===== config.mk =====
export PLATFORM = sky130hd
export DESIGN_NAME = afifo_wr_arbiter
export DESIGN_NICKNAME = d
export VERILOG_FILES = /design/src/rtl/afifo_pkg.sv /design/src/rtl/afifo_rr_pick.sv /design/src/rtl/afifo_wr_arbiter.sv
export SDC_FILE = /design/constraint.sdc
export NUM_CORES = 1
export LEC_CHECK = 0
export CAP_MARGIN = 30
export CELL_PAD_IN_SITES_DETAIL_PLACEMENT = 1
export CELL_PAD_IN_SITES_GLOBAL_PLACEMENT = 2
export CORE_MARGIN = 2
export CORE_UTILIZATION = 15
export CTS_CLUSTER_DIAMETER = 200
export DETAILED_ROUTE_END_ITERATION = 8
export PLACE_DENSITY_LB_ADDON = 0.08
export SYNTH_ARGS = -nofsm -noshare
export SYNTH_HDL_FRONTEND = slang
export SYNTH_SLANG_ARGS = --single-unit

===== constraint.sdc =====
create_clock -name wclk -period 4.4 [get_ports wclk]
set_clock_uncertainty 0.15 [all_clocks]
set_input_delay 0.44 -clock wclk [delete_from_list [all_inputs] [get_ports wclk]]
set_output_delay 0.44 -clock wclk [all_outputs]
set_load 0.05 [all_outputs]

===== src/rtl/afifo_pkg.sv =====
// afifo_pkg: shared state type and index-width helper for the afifo write arbiter
package afifo_pkg;
    typedef enum logic {ARB_IDLE, ARB_BURST} arb_state_e;
    function automatic int idx_w(input int n);
        return (n > 1) ? $clog2(n) : 1;
    endfunction
endpackage


===== src/rtl/afifo_rr_pick.sv =====
// afifo_rr_pick: combinational round-robin pick of the first set request after last, wrapping
module afifo_rr_pick import afifo_pkg::*; #(
    parameter int N = 4
) (
    input  logic [N-1:0]         req,
    input  logic [idx_w(N)-1:0]  last,
    output logic [idx_w(N)-1:0]  idx,
    output logic                 found
);
    localparam int W = idx_w(N);
    logic [W-1:0] j;
    // Walk from the farthest offset down so the nearest requester after last wins
    always_comb begin
        idx = '0;
        found = 1'b0;
        j = '0;
        for (int k = N; k >= 1; k--) begin
            j = W'((32'(last) + 32'(k)) % N);
            if (req[j]) begin
                idx = j;
                found = 1'b1;
            end
        end
    end
endmodule


===== src/rtl/afifo_wr_arbiter.sv =====
// afifo_wr_arbiter: round-robin burst arbiter driving the afifo write port in the wclk domain.
// Define AFIFO_WR_ARB_STATS_EN to add saturating per-requester wr_count statistics.
module afifo_wr_arbiter import afifo_pkg::*; #(
    parameter int DATA_WIDTH = 32,
    parameter int NUM_REQ    = 4,
    parameter int MAX_BURST  = 8
`ifdef AFIFO_WR_ARB_STATS_EN
    , parameter int CNT_WIDTH = 16
`endif
) (
    input  logic                          wclk,
    input  logic                          wrst_n,
    input  logic [NUM_REQ-1:0]            req_valid,
    input  logic [NUM_REQ*DATA_WIDTH-1:0] req_data,
    output logic [NUM_REQ-1:0]            req_ready,
    output logic                          winc,
    output logic [DATA_WIDTH-1:0]         wdata,
    input  logic                          wfull,
    output logic                          busy,
    output logic [idx_w(NUM_REQ)-1:0]     owner_id
`ifdef AFIFO_WR_ARB_STATS_EN
    , output logic [NUM_REQ*CNT_WIDTH-1:0] wr_count
`endif
);
    localparam int IW = idx_w(NUM_REQ);
    localparam int BW = $clog2(MAX_BURST) + 1;
    arb_state_e state, state_d;
    logic [IW-1:0] owner_d, last, last_d, pick;
    logic [BW-1:0] burst_cnt, cnt_d;
    logic found, own_valid, last_word;
    logic [DATA_WIDTH-1:0] lane;

    afifo_rr_pick #(.N(NUM_REQ)) u_pick (
        .req(req_valid),
        .last(last),
        .idx(pick),
        .found(found)
    );

    always_comb begin
        lane = '0;
        for (int i = 0; i < NUM_REQ; i++)
            if (owner_id == IW'(i)) lane = req_data[i*DATA_WIDTH +: DATA_WIDTH];
    end

    assign own_valid = req_valid[owner_id];
    assign busy      = state == ARB_BURST;
    assign winc      = busy && own_valid && !wfull;
    assign wdata     = winc ? lane : '0;
    assign req_ready = (busy && !wfull) ? NUM_REQ'(1) << owner_id : '0;
    assign last_word = burst_cnt == BW'(MAX_BURST - 1);

    // A full FIFO freezes the burst; a dropped valid only ends it once wfull clears
    always_comb begin
        state_d = state;
        owner_d = owner_id;
        last_d = last;
        cnt_d = burst_cnt;
        if (state == ARB_IDLE) begin
            if (found) begin
                state_d = ARB_BURST;
                owner_d = pick;
                last_d = pick;
                cnt_d = '0;
            end
        end else if (winc) begin
            cnt_d = last_word ? '0 : burst_cnt + 1'b1;
            state_d = last_word ? ARB_IDLE : ARB_BURST;
        end else if (!wfull && !own_valid) begin
            state_d = ARB_IDLE;
            cnt_d = '0;
        end
    end

    always_ff @(posedge wclk or negedge wrst_n) begin
        if (!wrst_n) begin
            state <= ARB_IDLE;
            owner_id <= '0;
            last <= IW'(NUM_REQ - 1);
            burst_cnt <= '0;
        end else begin
            state <= state_d;
            owner_id <= owner_d;
            last <= last_d;
            burst_cnt <= cnt_d;
        end
    end

`ifdef AFIFO_WR_ARB_STATS_EN
    always_ff @(posedge wclk or negedge wrst_n) begin
        if (!wrst_n)
            wr_count <= '0;
        else
            for (int i = 0; i < NUM_REQ; i++)
                if (winc && owner_id == IW'(i) && !(&wr_count[i*CNT_WIDTH +: CNT_WIDTH]))
                    wr_count[i*CNT_WIDTH +: CNT_WIDTH] <= wr_count[i*CNT_WIDTH +: CNT_WIDTH] + 1'b1;
    end
`endif
endmodule


==> key figures, run 1 <==
Worst setup path
  – Reg2reg path depth: 4
  – Critical Path End Type: output port
  – Req. time, crit path: 3.81 ns
  – CP Cell Sequence: clkdlybuf4s50_1, mux4_2, and3_1, clkdlybuf4s50_1
  – CP max stage delay: 0.82 ns
  – Crit-path slowest cell: clkdlybuf4s50_1
  – Data arrival, critical path: 2.87 ns
  – Crit start category: input port
  – Maximum fanout along the worst path: 36
  – CP dominant cell by count: clkdlybuf4s50_1
  – CP Class: in -> out

Clock tree
  – Max clock buf depth: 2
  – Worst skew pair latency: 0.23 ns
  – CTS hold repair buffers: 0
  – Clock Tree Root: clkbuf_8
  – CTS resizes: 0
  – CTS Buf Count: 3
  – Setup Buffers After CTS: 0
  – H-tree depth: 1
  – Clk pin slew, worst setup/hold paths: 0.05 ns
  – CTS Sinks: 9
  – CTS tree: done

Pwr
  – Combinational Power Share: 84.7%
  – Power Internal: 0.000819 W
  – Worst IR Drop VDD: 0.244 mV
  – Clk pwr share: 5.8%
  – Pwr Density: 486 nW/um^2
  – Sw Pwr: 0.000856 W
  – Pleak: 1.35 nW
  – Switching share of power: 51.1%
  – Sequential share of power: 9.5%

Route
  – Routed wire length: 8.75 mm
  – Number of routed nets with antenna violations: 0
  – Via count: 1943
  – DR DRC count: 0
  – DRT iter0 DRCs: 54
  – Drt first pass iters: 4
  – Routed length per instance: 19.8 um
  – Vias/cell: 4.41

Timing
  – Endpoints failing setup: 0
  – Slew headroom: 53.6%
  – Slew Viols, Final: 0
  – Fin crit share: 78.6%
  – Setup TNS: 0 ns
  – Worst Tran Pin Value: 0.695 ns
  – RSZ-0062 raised after global routing: no
  – Final hold vios: 0
  – Minimum clock period: 3.46 ns
  – Achievable frequency: 289 MHz

Placed design
  – Area after DPL: 3400 sq um
  – Final GP Congestion: 0.744
  – DP Wirelength: 6.81 mm
  – Number of port buffers: 174

Layout
  – Nets: 442
  – Share of layout cells above drive strength 1: 15.1%
  – Ant. Diodes: 0
  – Most common cell after layout, fill and taps aside: clkdlybuf4s50_1
  – Most frequent cells in the layout: clkdlybuf4s50_1, mux4_2, and3_1
  – Area Overhead vs Synth: 119%
  – Reg area: 230 sq um
  – Multi-input gate area: 1220 sq um
  – Fill count: 1171
  – Design Area, Final: 3450 sq um

Global routing
  – GRT Total Usage: 14.8%
  – First-pass GRT wire length: 12.9 mm
  – Initial antenna violation count: 0
  – Pin count of the biggest net entering global routing: 41
  – Grt ovf: 0
  – Vias in the first global route: 2060

Logic synthesis
  – Seq/Total Area, Yosys: 14.5%
  – Ys async rst share: 100%
  – Unique cell type count in the Yosys netlist: 34
  – Syn_nets: 275
  – Synth Flop Type: dfrtp_1
  – Number of synthesized flops with an enable pin: 0
  – YS warnings: 0
  – Syn Inst Count: 139
  – Post-Syn Area: 1570 sq um
  – Avg Inst Size Synth: 11.3 sq um
  – #FFs+latches synth: 9

Floorplanning
  – Die height: 106 um
  – Die W: 106 um
  – Starting Density: 15.3%
  – Site row count: 37
  – Die Area: 11300 sq um
  – # IOs: 175
  – Core area: 10300 sq um

Hold path
  – Hold/Removal Path Class: in -> async

Status
  – Status: finished, final reports clean

Run
  – Maxcap violations: 0
through the flow:
step	worst slack [ns]	total power [W]	util [%]	cells	hold WS (ns)
floorplan	1.51	0.00118	-	139	-0.00559
global placement	0.931	0.00161	33.1	437	0.376
detailed placement	0.908	0.00161	33.1	437	0.374
CTS	0.906	0.00171	33.6	441	0.390
global route	0.782	0.00180	33.6	441	0.393
finish	0.942	0.00167	33.6	441	0.376
power by group through the flow:
stage	clock network, W	registers, W	logic, W
global route	0.000108	0.000165	0.00152
finish	0.0000977	0.000159	0.00142
floorplan	0	0.000193	0.000991
global placement	0	0.000160	0.00145
CTS	0.000102	0.000159	0.00145
detailed placement	0	0.000160	0.00145
state kept, by name, summed over array words and instances, names as in the netlist:
register and count:
burst_cnt 4, busy 1, last 2, owner_id 2
synthesized netlist by cell type (2+ instances only):
cell	count	area, sq um
clkbuf_1	7	26.3
a31oi_1	2	12.5
inv_1	4	15.0
nor2b_1	2	12.5
nor2_1	5	18.8
nand2_1	4	15.0
and3_1	33	206
mux4_2	33	743
buf_2	4	20.0
nor4_1	2	12.5
o21ai_0	2	10.0
a21oi_1	3	15.0
a21o_1	3	22.5
dfrtp_1	7	175
nand2b_1	3	18.8
buf_6	2	22.5
dfstp_2	2	52.6
nand3_1	4	20.0
buf_12	2	40.0
metal layers:
layer / up-vias / wire length (um) / global-route usage (%)
met2: 86 / 4160 / 24.8
li1: 909 / - / -
met1: 944 / 3750 / 19.5
met5: - / 0 / 0
met4: 0 / 51 / 1.86
met3: 4 / 782 / 4.11
layout make-up:
type / instances / share of cell area [%]
inverters: 4 / 0.435
flip-flops and latches: 9 / 6.68
clock inverters: 1 / 0.145
well taps: 136 / 4.93
repair buffers: 177 / 51.2
multi-input cells: 111 / 35.4
clock buffers: 3 / 1.20
kinds of logic after synthesis:
logic type / count (synthesis) / share of synthesized area, %
AND/OR/NAND/NOR: 58 / 21.4
flip-flops: 9 / 14.5
multiplexers: 33 / 47.2
AO/OA/AOI/OAI: 19 / 8.27
buffers and inverters: 19 / 7.87
adder cells (fa/ha/maj): 1 / 0.795
worst paths after layout:
check | slack (ns) | end | startpoint
max | 0.94 | wdata[15] | req_valid[3]
min | 0.38 | busy | wrst_n
max reg2reg | 2.43 | burst_cnt[2] | owner_id[0]
min reg2reg | 0.38 | burst_cnt[0] | burst_cnt[0]
max in group asynchronous | 3.38 | last[0] | wrst_n
min in group wclk | 0.38 | burst_cnt[0] | burst_cnt[0]
critical path: cells and delay by family:
kind | cells | cell delay, ns
muxes | 1 | 0.71
and+or+nand+nor | 1 | 0.31
buffers and inverters | 2 | 1.39
Power figures use the tool's default switching activity.
==> run 2: changes to the inputs <==
Settings changed: CORE_UTILIZATION 15 to 14.
Clock period 4.4 ns to 3.6 ns, I/O delays scaled along.
==> run 2 against run 1 <==
Against the previous run:
- cell count up 1.1%
- worst hold slack worse by 0.086 ns
- utilization up 1.2 points
- critical path type is now reg -> out
==> key figures, run 2 (synthesis results as in run 1) <==
Worst setup path
  – Reg2reg path depth: 4
  – CP bufs+invs: 2
  – Crit-path slowest cell: dfrtp_2
  – CP Cell Sequence: buf_4, mux4_2, and3_1, buf_12
  – Maximum fanout along the worst path: 21
  – Crit start category: register
  – CP Class: reg -> out
  – Worst reg2reg setup slack: 1.09 ns
  – Worst R2R End: burst_cnt[2]
  – Req. time, crit path: 3.09 ns
  – Data arrival, critical path: 2.42 ns
  – Crit-path leading delay family: flip-flops
  – Critical Path End Type: output port
  – CP max stage delay: 0.78 ns
  – Worst R2R Start: owner_id[0]

Clock tree
  – H-tree depth: 1
  – CTS hold repair buffers: 0
  – CTS Sinks: 9
  – Clk pin slew, worst setup/hold paths: 0.04 ns
  – CTS tree: done
  – CTS Buf Count: 3
  – Max clock buf depth: 2
  – CTS resizes: 0
  – Worst skew pair latency: 0.23 ns
  – Setup Buffers After CTS: 0
  – Clock Tree Root: clkbuf_8

Placed design
  – DP Wirelength: 7.12 mm
  – Final GP Congestion: 0.718
  – Area after DPL: 3740 sq um
  – Number of port buffers: 174
  – Post-Place Cells: 442

Floorplanning
  – Die height: 110 um
  – Die W: 110 um
  – Site row count: 38
  – Core area: 10900 sq um
  – Starting Density: 14.5%
  – Die Area: 12100 sq um
  – # IOs: 175

Route
  – Number of routed nets with antenna violations: 0
  – Vias/cell: 4.41
  – Via count: 1965
  – Drt first pass iters: 4
  – Routed length per instance: 19.9 um
  – DR DRC count: 0
  – Routed wire length: 8.89 mm
  – DRT iter0 DRCs: 82

Global routing
  – Met3 usage: 4.00%
  – Vias in the first global route: 2051
  – M2 GR Usage: 25.4%
  – Global Route met1 Usage: 17.1%
  – GRT Total Usage: 14.2%
  – Initial antenna violation count: 3
  – Grt ovf: 0
  – First-pass GRT wire length: 12.8 mm
  – Pin count of the biggest net entering global routing: 41
  – Gr busiest metal: met2

Layout
  – Max reg flops: 4
  – Most common cell after layout, fill and taps aside: clkdlybuf4s50_1
  – Nets: 443
  – Regs by FF count: burst_cnt x4, last x2, owner_id x2
  – Ant. Diodes: 0
  – Most frequent cells in the layout: clkdlybuf4s50_1, mux4_2, and3_1, buf_12
  – Design Area, Final: 3780 sq um
  – Final Non-Filler Cells: 446
  – Largest Register: burst_cnt
  – Share of layout cells above drive strength 1: 26.1%
  – Area Overhead vs Synth: 140%

Run
  – Maxcap violations: 0

Timing
  – RSZ-0062 raised after global routing: no
  – Setup TNS: 0 ns
  – Worst Tran Pin Value: 0.646 ns
  – Slew Viols, Final: 0
  – Slew headroom: 56.9%
  – Minimum clock period: 2.93 ns
  – Achievable frequency: 341 MHz
  – Fin crit share: 81.4%
  – Final hold vios: 0
  – Endpoints failing setup: 0

Status
  – Status: finished, final reports clean

Pwr
  – Power after layout: 0.00232 W
  – Worst IR Drop VDD: 0.297 mV
  – Pwr Density: 613 nW/um^2
  – Pleak: 1.51 nW

Hold path
  – Hold/Removal Path Class: in -> async
==> run 2: cell type report <==
class | instances | area [sq um]
sequential | 9 | 229
multi-input combinational | 111 | 1220
tap | 140 | 175
clock buffer | 4 | 45.0
timing repair buffer | 178 | 2100
inverter | 4 | 15.0
fill | 1213 | 7100
==> run 2: worst max-delay path by stage <==
stage / startpoint / endpoint / slack (ns) / cells after the start
3_5_place_dp: owner_id[0] / wdata[13] / 0.83 / 4
4_1_cts: owner_id[0] / wdata[13] / 0.58 / 4
6_report: owner_id[0] / wdata[4] / 0.67 / 4
3_3_place_gp: owner_id[0] / wdata[13] / 0.83 / 4
2_1_floorplan: owner_id[1] / req_ready[2] / 0.79 / 3
5_1_grt: owner_id[0] / wdata[4] / 0.45 / 4
==> run 2: stage by stage <==
stage | utilization (%) | setup slack, ns | hold slack [ns]
floorplan | - | 0.787 | -0.0856
global placement | 34.3 | 0.829 | 0.370
detailed placement | 34.3 | 0.829 | 0.361
CTS | 34.8 | 0.581 | 0.304
global route | 34.8 | 0.448 | 0.312
finish | 34.8 | 0.669 | 0.290
==> run 2: where the power goes <==
part | internal, W | switching [W] | total [W]
clock network | 0.0000771 | 0.0000389 | 0.000116
registers | 0.000148 | 0.0000968 | 0.000245
logic | 0.000992 | 0.000966 | 0.00196
total | 0.00122 | 0.00110 | 0.00232
==> run 2: worst register-to-register path, stage by stage (launching register included) <==
cell     delay [ns]
dfrtp_2        0.78
mux4_2         0.91
nand2_2        0.24
inv_1          0.10
a22o_1         0.22
==> run 2: metal layers <==
metal,vias up,wire (um)
li1,907,-
met1,971,3410
met2,77,4500
met3,8,896
met4,2,55
met5,-,19
==> run 3: changes to the inputs <==
Clock period 3.6 ns to 2.8 ns, I/O delays scaled along.
==> run 3 against run 2 <==
Against the previous run:
- wire length rose by 0.62%
- critical path depth is the same
- clock-buffer cell count decreased by 1
- combinational power rose by 35%
- first-iteration DRC count shrank 28%
- worst hold slack worse by 0.070 ns
- clock power rose by 31%
- total power grew 33%
- via count rose by 0.56%
- utilization increased by 0.66 points
- cell count increased by 0.22%
- worst setup slack lost 0.34 ns
- largest cell class unchanged
- highest routed layer is now met4
==> key figures, run 3 (synthesis results as in run 1) <==
Status
  – Status: finished, final reports clean

Timing
  – Setup TNS: 0 ns
  – Final worst setup slack: 0.330 ns
  – Worst Tran Pin Value: 0.537 ns
  – Slew Viols, Final: 0
  – Final hold vios: 0
  – RSZ-0062 raised after global routing: no
  – Slew headroom: 63.9%
  – Achievable frequency: 405 MHz
  – Minimum clock period: 2.47 ns
  – Fin crit share: 88.2%
  – Endpoints failing setup: 0

Route
  – DR DRC count: 0
  – Via count: 1976
  – DRT iter0 DRCs: 59
  – Routed wire length: 8.94 mm
  – Number of routed nets with antenna violations: 0
  – Vias/cell: 4.42
  – Drt first pass iters: 4
  – Routed length per instance: 20.0 um

Pwr
  – Pwr Density: 798 nW/um^2
  – Sw Pwr: 0.00143 W
  – Switching share of power: 46.6%
  – Worst IR Drop VDD: 0.332 mV
  – Sequential share of power: 9.0%
  – Clk pwr share: 4.9%
  – Combinational Power Share: 86.1%
  – Pleak: 1.54 nW
  – Power Internal: 0.00164 W

Clock tree
  – CTS Buf Count: 3
  – Worst skew pair latency: 0.23 ns
  – Clock Tree Root: clkbuf_8
  – Max clock buf depth: 2
  – Setup Buffers After CTS: 0
  – Clk pin slew, worst setup/hold paths: 0.05 ns
  – CTS hold repair buffers: 0
  – CTS resizes: 0
  – CTS tree: done
  – H-tree depth: 1
  – CTS Sinks: 9

Global routing
  – Initial antenna violation count: 1
  – Grt ovf: 0
  – Vias in the first global route: 2112
  – GRT Total Usage: 14.1%
  – First-pass GRT wire length: 12.9 mm
  – Pin count of the biggest net entering global routing: 41

Floorplanning
  – Die W: 110 um
  – # IOs: 175
  – Starting Density: 14.5%
  – Die Area: 12100 sq um
  – Die height: 110 um
  – Site row count: 38
  – Core area: 10900 sq um

Placed design
  – Number of port buffers: 174
  – Final GP Congestion: 0.750
  – DP Wirelength: 7.17 mm
  – Pre-CTS WS: 0.332 ns

Layout
  – Area Overhead vs Synth: 145%
  – Share of layout cells above drive strength 1: 27.5%
  – Nets: 443
  – Fill count: 1190
  – Regs by FF count: burst_cnt x4, last x2, owner_id x2
  – Most common cell after layout, fill and taps aside: clkdlybuf4s50_1
  – Max reg flops: 4
  – Largest Register: burst_cnt
  – Most frequent cells in the layout: clkdlybuf4s50_1, buf_12, mux4_2, and3_1, dfrtp_1

Hold path
  – Hold/Removal Path Class: in -> async

Worst setup path
  – Maximum fanout along the worst path: 32
  – CP Launch Point: owner_id[0]
  – Data arrival, critical path: 2.04 ns
  – Crit-path leading delay family: multiplexers
  – CP Cell Sequence: mux4_2, buf_4, and3_1, buf_12
  – Worst R2R Start: owner_id[0]
  – CP bufs+invs: 2
  – CP Class: reg -> out
  – Critical Path End Type: output port
  – Crit start category: register
  – Req. time, crit path: 2.37 ns
  – Crit-path slowest cell: mux4_2
  – CP max stage delay: 0.61 ns

Run
  – Maxcap violations: 0
==> run 3: cell count changes in the layout (fill, tap and decap cells not counted), sizes merged <==
cell,delta
clkdlybuf4s50,-3
clkinv,+1
clkbuf,-1
diode,+1
buf,+3
==> run 3: cell type report <==
class / instances / area [sq um] / share of cell area (%)
Antenna cell: 1 / 2.50 / 0.0649
Clock buffer: 3 / 41.3 / 1.07
Clock inverter: 1 / 5.00 / 0.130
Inverter: 4 / 15.0 / 0.389
Multi-Input combinational cell: 111 / 1220 / 31.7
Sequential cell: 9 / 229 / 5.94
Tap cell: 140 / 175 / 4.54
Timing Repair Buffer: 178 / 2160 / 56.2
==> run 3: power by group through the flow <==
stage | Combinational [W] | Sequential, W | Clock (W)
3_5_place_dp | 0.00269 | 0.000283 | 0
5_1_grt | 0.00280 | 0.000294 | 0.000162
4_1_cts | 0.00270 | 0.000281 | 0.000156
3_3_place_gp | 0.00268 | 0.000282 | 0
6_report | 0.00265 | 0.000277 | 0.000152
2_1_floorplan | 0.00156 | 0.000303 | 0
==> run 3: metrics by stage <==
stage / hold WS (ns) / power (W) / utilization, % / area [sq um] / cells
3_5_place_dp: 0.379 / 0.00297 / 35.0 / 3810 / 442
6_report: 0.221 / 0.00308 / 35.4 / 3850 / 447
3_3_place_gp: 0.375 / 0.00296 / 35.0 / 3810 / 442
4_1_cts: 0.225 / 0.00313 / 35.4 / 3850 / 446
5_1_grt: 0.244 / 0.00326 / 35.4 / 3850 / 447
2_1_floorplan: -0.166 / 0.00186 / - / 1570 / 139
==> run 3: layer usage <==
metal	GRT usage (%)	up-vias	share of wire, %
met1	16.6	985	38
met3	4.47	2	10
met5	0	-	0
met2	25.6	79	51
met4	1.54	0	0.59
li1	-	910	-
==> run 3: final timing paths <==
| kind | slack (ns) | endpoint | cells after the start |
|---|---|---|---|
| max in group asynchronous | 1.93 | owner_id[0] | 1 |
| min reg2reg | 0.39 | burst_cnt[3] | 1 |
| max reg2reg | 0.95 | burst_cnt[2] | 4 |
| min | 0.22 | busy | 1 |
| min in group wclk | 0.39 | burst_cnt[3] | 1 |
| max | 0.33 | wdata[16] | 4 |
